`src/rtl/cpu_run_controller.sv`:
```
// ============================================================================
// cpu_run_controller
// ----------------------------------------------------------------------------
// Sits between the board or bench top level and a CPU core. It does four jobs:
//   1. Holds the core in reset for RESET_CYCLES clock edges after reset_i
//      falls, or after a restart.
//   2. Runs the core and counts RUN cycles.
//   3. Detects program halt. A halt is the PC sitting on the same value for
//      HALT_STABLE consecutive samples. A timeout after TIMEOUT_CYCLES RUN
//      cycles is the fallback.
//   4. On halt or timeout, snapshots the PC and NUM_PROBES architectural
//      registers. It then compares the masked probes against expected values
//      to give a pass/fail verdict.
//
// Ports
//   clk_i          system clock, rising edge
//   reset_i        asynchronous active-high reset of the controller
//   restart_i      one-cycle pulse; honoured only in DONE or TIMEOUT
//   pc_i           core program counter
//   probe_i        observed registers, probe k at [k*XLEN +: XLEN]
//   expect_i       expected probe values, same packing as probe_i
//   expect_mask_i  1 = compare probe k, 0 = ignore it
//   cpu_reset_o    active-high reset to the core
//   running_o      high while in RUN
//   done_o         high in DONE (halt detected)
//   timeout_o      high in TIMEOUT
//   pass_o         verdict; meaningful only while done_o=1
//   cycle_count_o  RUN cycles elapsed; frozen once RUN is left
//   halt_pc_o      PC captured at halt or timeout
//   snapshot_o     probes captured at halt or timeout
//
// Every output comes straight from a flop. No input reaches an output
// combinationally.
// ============================================================================
module cpu_run_controller #(
    parameter int XLEN           = 32,
    parameter int NUM_PROBES     = 2,
    parameter int RESET_CYCLES   = 10,
    parameter int HALT_STABLE    = 4,
    parameter int TIMEOUT_CYCLES = 1000,
    parameter int CNT_W          = 32
) (
    input  logic                       clk_i,
    input  logic                       reset_i,
    input  logic                       restart_i,
    input  logic [XLEN-1:0]            pc_i,
    input  logic [NUM_PROBES*XLEN-1:0] probe_i,
    input  logic [NUM_PROBES*XLEN-1:0] expect_i,
    input  logic [NUM_PROBES-1:0]      expect_mask_i,
    output logic                       cpu_reset_o,
    output logic                       running_o,
    output logic                       done_o,
    output logic                       timeout_o,
    output logic                       pass_o,
    output logic [CNT_W-1:0]           cycle_count_o,
    output logic [XLEN-1:0]            halt_pc_o,
    output logic [NUM_PROBES*XLEN-1:0] snapshot_o
);

    // ------------------------------------------------------------------------
    // Derived widths and compare constants
    // ------------------------------------------------------------------------
    localparam int HOLD_W = (RESET_CYCLES > 1) ? $clog2(RESET_CYCLES) : 1;
    localparam int STAB_W = $clog2(HALT_STABLE + 1);

    localparam logic [HOLD_W-1:0] HOLD_LAST     = HOLD_W'(RESET_CYCLES - 1);
    localparam logic [STAB_W-1:0] STAB_MAX      = STAB_W'(HALT_STABLE);
    // stable_cnt counts repeats after the first sample of a PC value. A halt
    // happens when this sample would take it to HALT_STABLE-1. That means
    // the stored value before this sample is HALT_STABLE-2.
    localparam logic [STAB_W-1:0] STAB_PRE_HALT = STAB_W'(HALT_STABLE - 2);
    localparam logic [CNT_W-1:0]  CNT_LAST      = CNT_W'(TIMEOUT_CYCLES - 1);

    typedef enum logic [1:0] {
        ST_RESET_HOLD = 2'd0,
        ST_RUN        = 2'd1,
        ST_DONE       = 2'd2,
        ST_TIMEOUT    = 2'd3
    } state_t;

    // ------------------------------------------------------------------------
    // State
    // ------------------------------------------------------------------------
    state_t                      state_q,      state_d;
    logic [HOLD_W-1:0]           hold_cnt_q,   hold_cnt_d;
    logic [STAB_W-1:0]           stable_cnt_q, stable_cnt_d;
    logic [XLEN-1:0]             prev_pc_q,    prev_pc_d;
    logic                        prev_valid_q, prev_valid_d;
    logic [CNT_W-1:0]            cycle_cnt_q,  cycle_cnt_d;
    logic [XLEN-1:0]             halt_pc_q,    halt_pc_d;
    logic [NUM_PROBES*XLEN-1:0]  snapshot_q,   snapshot_d;
    logic                        pass_q,       pass_d;
    logic                        cpu_reset_q,  cpu_reset_d;
    logic                        running_q,    running_d;
    logic                        done_q,       done_d;
    logic                        timeout_q,    timeout_d;

    // ------------------------------------------------------------------------
    // Probe comparison: one match bit per probe. A masked-off probe always
    // counts as matching, so an all-zero mask gives a vacuous pass.
    // ------------------------------------------------------------------------
    logic [NUM_PROBES-1:0] probe_ok;
    logic                  all_match;

    generate
        for (genvar gi = 0; gi < NUM_PROBES; gi++) begin : g_probe_cmp
            assign probe_ok[gi] = ~expect_mask_i[gi] |
                (probe_i[gi*XLEN +: XLEN] == expect_i[gi*XLEN +: XLEN]);
        end
    endgenerate

    assign all_match = &probe_ok;

    // ------------------------------------------------------------------------
    // Halt and timeout detection
    // ------------------------------------------------------------------------
    logic pc_same;
    logic halt_hit;
    logic timeout_hit;

    // prev_valid_q is low on the first RUN cycle. That stops a stale PC from
    // the previous run counting as a repeat.
    assign pc_same     = prev_valid_q && (pc_i == prev_pc_q);
    assign halt_hit    = pc_same && (stable_cnt_q == STAB_PRE_HALT);
    assign timeout_hit = (cycle_cnt_q == CNT_LAST);

    // ------------------------------------------------------------------------
    // Next-state and next-output logic
    // ------------------------------------------------------------------------
    always_comb begin
        state_d      = state_q;
        hold_cnt_d   = hold_cnt_q;
        stable_cnt_d = stable_cnt_q;
        prev_pc_d    = prev_pc_q;
        prev_valid_d = prev_valid_q;
        cycle_cnt_d  = cycle_cnt_q;
        halt_pc_d    = halt_pc_q;
        snapshot_d   = snapshot_q;
        pass_d       = pass_q;

        unique case (state_q)
            ST_RESET_HOLD: begin
                if (hold_cnt_q == HOLD_LAST) begin
                    state_d      = ST_RUN;
                    hold_cnt_d   = '0;
                    stable_cnt_d = '0;
                    prev_valid_d = 1'b0;
                    cycle_cnt_d  = '0;
                end else begin
                    hold_cnt_d = hold_cnt_q + 1'b1;
                end
            end

            ST_RUN: begin
                prev_pc_d    = pc_i;
                prev_valid_d = 1'b1;

                if (pc_same) begin
                    stable_cnt_d = (stable_cnt_q == STAB_MAX) ? stable_cnt_q
                                                              : stable_cnt_q + 1'b1;
                end else begin
                    stable_cnt_d = '0;
                end

                // A halt takes priority over a timeout in the same cycle.
                // cycle_cnt does not advance on the exit edge. This leaves
                // it at the index of the final RUN cycle.
                if (halt_hit) begin
                    state_d    = ST_DONE;
                    halt_pc_d  = pc_i;
                    snapshot_d = probe_i;
                    pass_d     = all_match;
                end else if (timeout_hit) begin
                    state_d    = ST_TIMEOUT;
                    halt_pc_d  = pc_i;
                    snapshot_d = probe_i;
                    pass_d     = 1'b0;
                end else if (cycle_cnt_q != {CNT_W{1'b1}}) begin
                    cycle_cnt_d = cycle_cnt_q + 1'b1;
                end
            end

            ST_DONE, ST_TIMEOUT: begin
                // The verdict clears. halt_pc and snapshot keep their values
                // so they can still be read until the next capture.
                if (restart_i) begin
                    state_d    = ST_RESET_HOLD;
                    hold_cnt_d = '0;
                    pass_d     = 1'b0;
                end
            end

            default: begin
                state_d = ST_RESET_HOLD;
            end
        endcase

        // Outputs are computed from the next state, so they change on the
        // same edge as the state register and come directly from flops.
        // The core is also held in reset during TIMEOUT, to stop a runaway
        // program.
        cpu_reset_d = (state_d == ST_RESET_HOLD) || (state_d == ST_TIMEOUT);
        running_d   = (state_d == ST_RUN);
        done_d      = (state_d == ST_DONE);
        timeout_d   = (state_d == ST_TIMEOUT);
    end

    // ------------------------------------------------------------------------
    // Registers. The asynchronous reset puts the core into reset at once,
    // even in the middle of a run.
    // ------------------------------------------------------------------------
    always_ff @(posedge clk_i or posedge reset_i) begin
        if (reset_i) begin
            state_q      <= ST_RESET_HOLD;
            hold_cnt_q   <= '0;
            stable_cnt_q <= '0;
            prev_pc_q    <= '0;
            prev_valid_q <= 1'b0;
            cycle_cnt_q  <= '0;
            halt_pc_q    <= '0;
            snapshot_q   <= '0;
            pass_q       <= 1'b0;
            cpu_reset_q  <= 1'b1;
            running_q    <= 1'b0;
            done_q       <= 1'b0;
            timeout_q    <= 1'b0;
        end else begin
            state_q      <= state_d;
            hold_cnt_q   <= hold_cnt_d;
            stable_cnt_q <= stable_cnt_d;
            prev_pc_q    <= prev_pc_d;
            prev_valid_q <= prev_valid_d;
            cycle_cnt_q  <= cycle_cnt_d;
            halt_pc_q    <= halt_pc_d;
            snapshot_q   <= snapshot_d;
            pass_q       <= pass_d;
            cpu_reset_q  <= cpu_reset_d;
            running_q    <= running_d;
            done_q       <= done_d;
            timeout_q    <= timeout_d;
        end
    end

    // ------------------------------------------------------------------------
    // Output mapping
    // ------------------------------------------------------------------------
    assign cpu_reset_o   = cpu_reset_q;
    assign running_o     = running_q;
    assign done_o        = done_q;
    assign timeout_o     = timeout_q;
    assign pass_o        = pass_q;
    assign cycle_count_o = cycle_cnt_q;
    assign halt_pc_o     = halt_pc_q;
    assign snapshot_o    = snapshot_q;

endmodule
```
`config.mk`:
```
export PLATFORM = sky130hd
export DESIGN_NAME = cpu_run_controller
export DESIGN_NICKNAME = d
export VERILOG_FILES = /design/src/rtl/cpu_run_controller.sv
export SDC_FILE = /design/constraint.sdc
export NUM_CORES = 1
export LEC_CHECK = 0
export CORE_UTILIZATION = 40
export CTS_CLUSTER_SIZE = 12
export DETAILED_ROUTE_END_ITERATION = 8
export GPL_TIMING_DRIVEN = 0
export PLACE_DENSITY_LB_ADDON = 0.2
export SLEW_MARGIN = 20
export SYNTH_ARGS = -nofsm -noshare
export SYNTH_HDL_FRONTEND = slang
export SYNTH_SLANG_ARGS = --single-unit
```
`constraint.sdc`:
```
create_clock -name clk_i -period 7.2 [get_ports clk_i]
set_input_delay 0.72 -clock clk_i [delete_from_list [all_inputs] [get_ports clk_i]]
set_output_delay 0.72 -clock clk_i [all_outputs]
set_load 0.02 [all_outputs]
```
# Word-level counts from Yosys, hierarchy flattened
# Cells that the tools add are included.
word_totals:
  elab_cells: 85
  mem_bits_ro: 0
  register_bits: 175
  n_memories: 0
  latch_bits: 0
  ram_bits: 0
classes:
  addsub: 3
  div_mod_pow: 0
  mux: 27
  shifts: 0
  n_lt_le_gt_ge: 0
  multipliers: 0
  reduce_logical: 17
  eq_ne: 21
  bitwise_logic: 4
ops:
  columns: ["cell", "count"]
  rows:
  - ["32-bit 2-to-1 mux", 6]
  - ["64-bit 2-to-1 mux", 2]
  - ["32-bit equality test", 3]
  - ["32-bit one-hot mux with 2 select lines", 1]
  - ["32-bit by 1-bit adder with 32-bit output (second input constant)", 1]
  - ["32-bit by 10-bit equality test with 1-bit output (second input constant)", 1]
  - ["32-bit inequality test (second input constant)", 1]
  - ["2-bit inequality test (second input constant)", 5]
  - ["3-bit 2-to-1 mux", 3]
  - ["2-bit equality test (second input constant)", 4]
  - ["2-bit 2-to-1 mux", 4]
  - ["4-bit 2-to-1 mux", 2]
  - ["4-bit one-hot mux with 2 select lines", 1]
  - ["2-bit AND reduction", 4]
  - ["2-bit nonzero test", 4]
  - ["3-bit inequality test (second input constant)", 2]
  - ["2-bit one-hot mux with 3 select lines", 1]
  - ["3-bit one-hot mux with 2 select lines", 1]
  - ["3-bit AND reduction", 2]
  - ["5-bit AND reduction", 1]
  - ["4-bit by 1-bit adder with 4-bit output (second input constant)", 1]
  - ["2-bit by 1-bit equality test with 1-bit output (second input constant)", 2]
  - ["4-bit equality test (second input constant)", 1]
  - ["2-bit zero test", 2]
  - ["10 further kinds", 17]

# Longest topological paths before layout
depth:
  word_depth: 7
  ltp_mapped: 11

# Worst setup path before layout
# OpenSTA, ideal clock, no wires.
synth_timing:
  kind: "input port to flip-flop"
  start: "input pc_i[10]"
  end: "register snapshot_q[0], in the netlist snapshot_o[0]"
  cell_stages: 10
  n_path_buf: 3
  setup_ps: 127
  path_slack_ps: 4463
  required_ps: 7073
  t_arrival_ps: 2610
  path_cell_list: "nor2b_1 > a2111o_1 > nor4_2 > and3_1 > and3_1 > o21a_1 > buf_4 > buf_6 > buf_6 > mux2_1"
synth_between:
  elab_chain_cells: 5
  word_cells_on_any_way: 6
  classes_between: "1 x eq/ne; 1 x mux; 4 x reduce/logical"
synth_lines:
  columns: ["item", "line", "source"]
  rows:
  - ["from (decl)", "46", "input logic [XLEN-1:0] pc_i,"]
  - ["32-bit equality test (*)", "123", "assign pc_same = prev_valid_q && (pc_i == prev_pc_q);"]
  - ["1-bit logical AND (*)", "123", null]
  - ["1-bit logical AND (*)", "124", "assign halt_hit = pc_same && (stable_cnt_q == STAB_PRE_HALT);"]
  - ["2-bit nonzero test (no line)", null, null]
  - ["2-bit AND reduction (no line)", null, null]
  - ["to (signal assigned)", "235", "snapshot_q <= snapshot_d;"]
  - ["to (decl)", "91", "logic [NUM_PROBES*XLEN-1:0] snapshot_q, snapshot_d;"]
# Every way passes the cells marked *; elsewhere a longest branch is shown, timed or not.
# A chain may end at the register's enable or synchronous reset.

# Worst setup path in the final report
layout_timing:
  start: "input pc_i[30]"
  end: "register cycle_cnt_q[24], in the netlist cycle_count_o[24]"
layout_between:
  elab_chain_cells: 5
layout_lines:
  columns: ["item", "line", "source"]
  rows:
  - ["32-bit equality test", "123", null]
  - ["1-bit logical AND", "123", null]
  - ["1-bit logical AND", "124", null]
  - ["2-bit inequality test (no line)", null, null]
  - ["5-bit AND reduction (no line)", null, null]
  - ["to (signal assigned)", "233", "cycle_cnt_q <= cycle_cnt_d;"]
  - ["to (decl)", "89", "logic [CNT_W-1:0] cycle_cnt_q, cycle_cnt_d;"]
# Every way passes these cells.

==> out/results.ini <==
[run_status]
run_status = completed

[yosys]
yosysTopAreaCellShare_pct = 51.6
synth_common_cells = dfrtp_1 (174), nand2_1 (117), mux2_1 (96)
synthSimpleGateAreaFrac_pct = 14.5
synth_area_per_cell_sq_um = 11.0
synth_largest_area_cell = dfrtp_1
ys_seq_elements = 175
syn_area_sq_um = 8430
synthTopCellsByArea = dfrtp_1 (52%), mux2_1 (13%), xor2_1 (6.9%), nand2_1 (5.2%), xnor2_1 (2.1%)
synth_cell_type_count = 47
synth_compound_area_share_pct = 7.63
seq_area_frac_synth_pct = 51.9
synth_top_family_by_area = simple AND/OR/NAND/NOR gates
yosys_warnings = 0
async_flop_share_pct = 100
synth_xor_area_share_pct = 8.93
synth_edf_count = 0
syn-instance-count = 766
ys.flop_type = dfrtp_1
yosys.area_share.adder_pct = 1.34
synth_most_common_cell = dfrtp_1
syn_nets = 940
synth.area.mux_share_pct = 13.1

[clocking]
htreeDepth = 4
cts-hold-fix-buffers = 0
clk_pin_slew_ns = 0.07
clkSinkCount = 175
clock-root-buffer = clkbuf_16
cts_setup_buffers = 0
insertion_delay_ns = 0.43
numCtsBuffers = 17
cts_tree = done
cts_resized = 0
clock_path_buffers = 2

[floorplan]
fp.dieW_microns = 147
die_h_microns = 147
initial_core_util_pct = 41.3
core_sq_um = 20400
dieArea_sq_um = 21700
row_count = 52
ios = 298

[layout]
fin_nets = 1257
antenna_cells = 0
syn2layout_area_growth_pct = 46.8
fillers = 1735
regArea_sq_um = 4380
post-route-util_pct = 60.6
multi_input_area_sq_um = 3830
drive_above_1_share_pct = 5.20

[sta]
max_freq_mhz = 308
drv_slew = 0
maxSlewHeadroom_pct = 34.6
period_share_pct = 45.1
rsz0062_at_grt = false
worst_pin_slew_ns = 0.971
hold_violations = 0
fin_skew_ns = 0.0130
period_minus_slack_ns = 3.25
setup_viol = 0

[worst_setup_path]
crit_family = compound AO/OA/AOI/OAI gates
cp.arrival_ns = 3.54
startpoint_type = input pin
max_stage_delay_ns = 0.54
critPathKind = input pin to register
worstPathCellList = clkdlybuf4s50_1, nor2b_1, a2111o_1, nor4_1, nand4_1, a21boi_2, buf_2, o21ai_1, o41ai_1
cp_num_buf_inv = 2
cp_max_fo = 10
crit_path_end_kind = register
worstPathRequired_ns = 7.50
slowest_stage = clkdlybuf4s50_1

[power_and_ir_drop]
clkPwrFrac_pct = 44.0
leakagePower_nw = 5.56
p_sw_w = 0.000520
switching_share_pct = 24.5
pwr_density_cell_nw_per_um2 = 171
power.internal_w = 0.00160
seqPwrFrac_pct = 47.1
pwr-share-comb_pct = 8.9
p_total_w = 0.00212
ir_drop_mv = 0.156

[global_route]
grt_usage_pct = 22.8
use_met1_pct = 29.7
use_met2_pct = 38.5
antenna_found_initial = 0
grt_pass1_vias = 6957
grt_pass1_wl_microns = 38100
grt_start_max_net_pins = 90
grt.busiest_layer = met2
grt_overflow = 0
grtUsageMet3_pct = 5.00

[placed_design]
place_hpwl_microns = 18600
gp_congestion = 0.862
io_buffers = 297

[drt]
vias = 7008
finalWirelength_microns = 23800
routedWlPerCell_microns = 17.4
final_antenna_net_count = 0
vias_per_cell = 5.13
drt-initial-drc-count = 323
drcViolationCount = 0
drtPass1Iterations = 7

[min_path]
min_path_type = register to register

[run]
maxCapViolations = 0

through the flow:
step	std cells	setup slack, ns	hold slack, ns	TNS (ns)	cell area, sq um
after floorplan	766	1.74	0.447	0	8430
after global placement	1333	-0.844	0.467	-145.05	11700
after detailed placement	1334	3.52	0.473	0	11800
after CTS	1366	3.93	0.490	0	12400
after global routing	1366	3.74	0.503	0	12400
final	1366	3.95	0.485	0	12400
worst paths after layout:
path                                   start                end  slack (ns)  depth (start not counted)
setup reg to reg           cycle_count_o[10]  cycle_count_o[31]        4.29                          7
hold reg to reg                halt_pc_o[20]      halt_pc_o[20]        0.48                          1
max in group asynchronous            reset_i      prev_pc_q[20]        5.57                          3
hold / removal                 halt_pc_o[20]      halt_pc_o[20]        0.48                          1
min in group asynchronous            reset_i     snapshot_o[30]        0.80                          2
setup / recovery                    pc_i[30]  cycle_count_o[24]        3.95                          9
final cells by class:
type                            instances  share of cell area [%]
Clock buffer                           17                    3.44
Timing Repair Buffer                  298                    24.2
Buffer                                 31                    1.38
Sequential cell                       175                    35.4
Inverter                               14                   0.485
Tap cell                              270                    2.73
Multi-Input combinational cell        546                    30.9
Clock inverter                         15                    1.41
layout by cell type, fill, tap and decap left out, types with 7 or more instances in the layout:
cell	synthesis	final
nand3_1	19	19
buf_4	9	9
o21ai_1	20	20
nor4_1	25	25
ha_1	9	9
mux2_1	96	96
xnor2_1	20	20
xor2_1	66	66
a21oi_1	15	15
nor3_1	7	7
nor2_1	19	19
nand2_1	117	117
clkbuf_16	0	17
clkdlybuf4s50_1	0	297
nor2b_1	8	8
and3_1	8	8
clkbuf_1	13	13
o21ai_0	23	23
dfrtp_1	174	174
inv_1	13	12
nand4_1	22	22
nand2b_1	11	11
o31ai_1	18	18
a31oi_1	8	8
routing by layer:
| layer | vias up | wire [microns] |
|---|---|---|
| met5 | - | 0 |
| met1 | 3409 | 10200 |
| met4 | 0 | 265 |
| met2 | 251 | 12100 |
| met3 | 16 | 1300 |
| li1 | 3332 | - |
state kept, by name, indices dropped and copies added (netlist names):
signal,cells
timeout_o,1
done_o,1
state_q,2
stable_cnt_q,3
cpu_reset_o,1
snapshot_o,64
running_o,1
pass_o,1
prev_valid_q,1
halt_pc_o,32
hold_cnt_q,4
prev_pc_q,32
cycle_count_o,32
power groups by stage:
stage | combinational, W | sequential, W | clock, W
after floorplan | 0.0000640 | 0.00102 | 0
after global placement | 0.000188 | 0.00102 | 0
after detailed placement | 0.000192 | 0.00102 | 0
after CTS | 0.000193 | 0.000998 | 0.000954
after global routing | 0.000208 | 0.000999 | 0.000994
final | 0.000189 | 0.000998 | 0.000933
logic make-up after synthesis:
kind of cell / Yosys count
and+or+nand+nor: 250
xor gates and xnor gates: 86
buffers and inverters: 45
adders and majority gates: 9
AOI/OAI and AO/OA: 103
DFF: 175
muxes: 98
Power figures use the tool's default switching activity.
